**config.mk**
```make
export PLATFORM = sky130hd
export DESIGN_NAME = shift_left_2
export DESIGN_NICKNAME = d
export VERILOG_FILES = /design/src/rtl/shift_left_2.sv
export SDC_FILE = /design/constraint.sdc
export NUM_CORES = 1
export LEC_CHECK = 0
export CAP_MARGIN = 10
export CORE_MARGIN = 8
export CORE_UTILIZATION = 41
export CTS_BUF_LIST = sky130_fd_sc_hd__clkbuf_2
export CTS_CLUSTER_DIAMETER = 30
export CTS_CLUSTER_SIZE = 14
export DETAILED_ROUTE_END_ITERATION = 10
export GPL_ROUTABILITY_DRIVEN = 1
export PLACE_DENSITY = 0.95
export SLEW_MARGIN = 20
export SYNTH_ARGS = -nofsm -noshare
export SYNTH_HDL_FRONTEND = slang
export SYNTH_SLANG_ARGS = --single-unit
```
**constraint.sdc**
```tcl
create_clock -name Clk -period 1.65 [get_ports Clk]
set_input_delay 0.33 -clock Clk [delete_from_list [all_inputs] [get_ports Clk]]
set_output_delay 0.33 -clock Clk [all_outputs]
set_load 0.02 [all_outputs]
```
**src/rtl/shift_left_2.sv**
```systemverilog
// shift_left_2 - word-offset to byte-offset shifter for the MIPS datapath.
//
// Converts a sign-extended word offset into a byte offset (in << SHAMT) for
// branch-target and jump-address generation. Two views of the result:
//   * out            : combinational, zero latency, independent of Clk/Rst.
//   * q/q_lost/q_ovf : a one-deep registered stage with valid/ready handshake.
//
// Ports:
//   Clk       in   rising-edge clock for the registered stage
//   Rst       in   asynchronous, active-high reset of the registered stage
//   in        in   [WIDTH-1:0] operand (word offset)
//   out       out  [WIDTH-1:0] combinational in << SHAMT
//   in_valid  in   in holds an operand to capture
//   in_ready  out  registered stage can accept an operand this cycle
//   q         out  [WIDTH-1:0] registered result
//   q_valid   out  q, q_lost and q_ovf are valid
//   q_ready   in   consumer accepts q this cycle
//   q_lost    out  [SHAMT-1:0] bits shifted out of the captured operand
//   q_ovf     out  signed overflow of the captured shift
//
// Parameters: WIDTH (data width), SHAMT (fixed shift, 1 <= SHAMT < WIDTH).

module shift_left_2 #(
    parameter int unsigned WIDTH = 32,
    parameter int unsigned SHAMT = 2
) (
    input  logic             Clk,
    input  logic             Rst,
    input  logic [WIDTH-1:0] in,
    output logic [WIDTH-1:0] out,
    input  logic             in_valid,
    output logic             in_ready,
    output logic [WIDTH-1:0] q,
    output logic             q_valid,
    input  logic             q_ready,
    output logic [SHAMT-1:0] q_lost,
    output logic             q_ovf
);

    logic [SHAMT:0] top_bits;
    logic           ovf_now;
    logic           accept;
    logic           drain;

    always_comb begin
        out = {in[WIDTH-SHAMT-1:0], {SHAMT{1'b0}}};
    end

    // The shifted value stays representable only when the sign bit and every
    // bit shifted out agree, i.e. the top SHAMT+1 bits are all-0 or all-1.
    always_comb begin
        top_bits = in[WIDTH-1 -: SHAMT+1];
        ovf_now  = (top_bits != '0) && (top_bits != '1);
    end

    // A full stage can still accept when it is being drained the same edge,
    // which keeps throughput at one operand per cycle.
    always_comb begin
        in_ready = !q_valid || q_ready;
        accept   = in_valid && in_ready;
        drain    = q_valid && q_ready;
    end

    always_ff @(posedge Clk or posedge Rst) begin
        if (Rst) begin
            q       <= '0;
            q_lost  <= '0;
            q_ovf   <= 1'b0;
            q_valid <= 1'b0;
        end else if (accept) begin
            q       <= out;
            q_lost  <= in[WIDTH-1 -: SHAMT];
            q_ovf   <= ovf_now;
            q_valid <= 1'b1;
        end else if (drain) begin
            q_valid <= 1'b0;
        end
    end

endmodule

```
==> flow_summary.json <==
{
  "status": "completed",
  "wl_per_cell_um": 17.2,
  "grt_first_pass_wirelength_um": 6910,
  "synthToLayoutAreaGrowth_pct": 56.7,
  "grt-ovfl-total": 0,
  "io_pins": 105,
  "cts_tree": "done",
  "fp.dieW_um": 80.5,
  "r2r-end": "q[21]",
  "nets": 246,
  "cts_buffer_depth": 2,
  "syn_area_um2": 1710,
  "rsz0062_at_grt": "no",
  "rows": 23,
  "gp_congestion": 0.684,
  "core_um2": 4000,
  "required_ns": 1.32,
  "synth_top_cell_by_area": "dfrtp_1",
  "synthTopCellsByArea": "dfrtp_1, mux2_4, buf_4, buf_12, mux2_2",
  "fin_util_pct": 66.8,
  "dp_slack_ns": -0.185,
  "fin_crit_ns": 1.56,
  "dr.pass1.iters": 2,
  "min_path_type": "in -> async",
  "synth-async-reset-ratio_pct": 100,
  "start_kind": "flop",
  "ant_nets": 0,
  "die_area_um2": 6480,
  "grt_pass1_vias": 1308,
  "cts-htree-levels": 2,
  "postPlaceCellArea_um2": 2720,
  "syn_inst": 112,
  "hold_buffers": 0,
  "nFillCells": 319,
  "yosys.area.top_type_share_pct": 49.9,
  "hold_viol": 0,
  "critPathMaxFanout": 2,
  "drv_cap": 0,
  "fin_setup_tns_ns": 0,
  "finalCritPeriodShare_pct": 94.6,
  "syn_avg_cell_area_um2": 15.2,
  "yosysWarnings": 0,
  "whs_ns": 0.178,
  "initial_utilization_pct": 42.6,
  "grt_usage_pct": 13.9,
  "ys_seq_elements": 34,
  "crit_type": "reg -> out",
  "synth_cell_types": 13,
  "fmaxAchievable_mhz": 640,
  "post_cts_resized": 65,
  "drv_slew": 0,
  "ys_top_cells_by_count": "buf_4, dfrtp_1, mux2_4",
  "stdcell_area_um2": 2670,
  "p_per_area_nw_per_um2": 842,
  "route.detailed.drc": 0,
  "die_h_um": 80.5,
  "finalSetupViolations": 0,
  "drt_first_iter_violations": 24,
  "clock_sinks": 34,
  "antennaDiodeCount": 0,
  "clk_latency_ns": 0.38,
  "grt_max_degree": 29,
  "ir_worst_vdd_uv": 581,
  "dp_hpwl_um": 3710,
  "drt-total-wl_um": 4490,
  "final_layout_size_suffix_gt1_share_pct": 31.8,
  "crit_path_end_kind": "primary output",
  "numCtsBuffers": 5,
  "post_cts_buffers": 0,
  "r2r_cells": 5,
  "synth_edf_count": 0,
  "skew_ns": 0.0234,
  "layout_setup_ws_ns": 0.0886,
  "critical_path_arrival_ns": 1.23,
  "ys_seq_area_share_pct": 49.9,
  "via_count": 1150,
  "port-buffer-count": 100,
  "clk_pin_slew_worst_paths_ns": 0.18,
  "r2r_slack_ns": 0.30,
  "vias_per_cell": 4.41,
  "reg2reg_from": "q_valid",
  "clock-root-buffer": "clkbuf_2",
  "antenna_found_initial": 0,
  "synth_top_flop_cell": "dfrtp_1",
  "p_leak_nw": 1.37
}
state kept, by name, summed over array words and instances (netlist names):
signal   count
q           30
q_lost       2
q_ovf        1
q_valid      1
worst max-delay path, cell delays in order (launching register included):
cell and delay, ns:
dfrtp_1 0.44, nand2b_4 0.08, dlygate4sd2_1 0.34
area by class of cell:
type                    count  area [um^2]  area share (%)
clock buffers               6         30.0            1.12
clock inverters             2         8.76           0.328
well taps                  50         62.6            2.34
multi-input cells          43          547            20.5
flip-flops and latches     34          851            31.8
inverters                   1         3.75           0.140
repair buffers            125         1170            43.8
through the flow:
step	power (W)	instances
floorplan	0.00156	115
global placement	0.00200	253
detailed placement	0.00203	253
CTS	0.00228	261
global route	0.00237	261
finish	0.00225	261
cells in the final DEF (no fill, tap or decap):
master and instances:
dlygate4sd2_1 65, clkdlybuf4s50_1 35, dfrtp_1 34, mux2_4 30
buf_4 20, clkbuf_2 6, buf_12 5, conb_1 4
mux2_2 3, nand2b_4 1, nand2_4 1, inv_1 1
and3_1 1, nor3_1 1, nor2_1 1, or2b_1 1
clkinv_2 1, clkinv_1 1
cells by family (layout without fill, tap and decap cells):
kind of cell / Yosys count / in the layout / synth area share [%]
DFF: 34 / 34 / 49.9
buffers and inverters: 38 / 134 / 18.7
other: 1 / 4 / 0.220
muxes: 33 / 33 / 28.4
and+or+nand+nor: 6 / 6 / 2.79
metal layers:
layer,GRT usage [%],wire length (um),part of all wire [%]
met1,13.5,1490,33
met2,26.0,2610,58
met3,5.13,341,7.6
met4,4.91,48,1.1
met5,0,0,0
where the power goes:
part / switching, W / internal [W] / total, W
combinational: 0.000408 / 0.000453 / 0.000860
sequential: 0.0000643 / 0.000953 / 0.00102
clock: 0.000270 / 0.000104 / 0.000374
total: 0.000742 / 0.00151 / 0.00225
worst max-delay path by stage:
stage | startpoint | endpoint | slack, ns | cells after the start
2_1_floorplan | q_valid | q[10] | 0.34 | 4
3_3_place_gp | q_ready | in_ready | -0.18 | 3
3_5_place_dp | q_ready | in_ready | -0.19 | 3
4_1_cts | q_valid | in_ready | 0.06 | 2
5_1_grt | q_valid | in_ready | 0.02 | 2
6_report | q_valid | in_ready | 0.09 | 2
No activity file was read; power rests on OpenSTA's default activity.
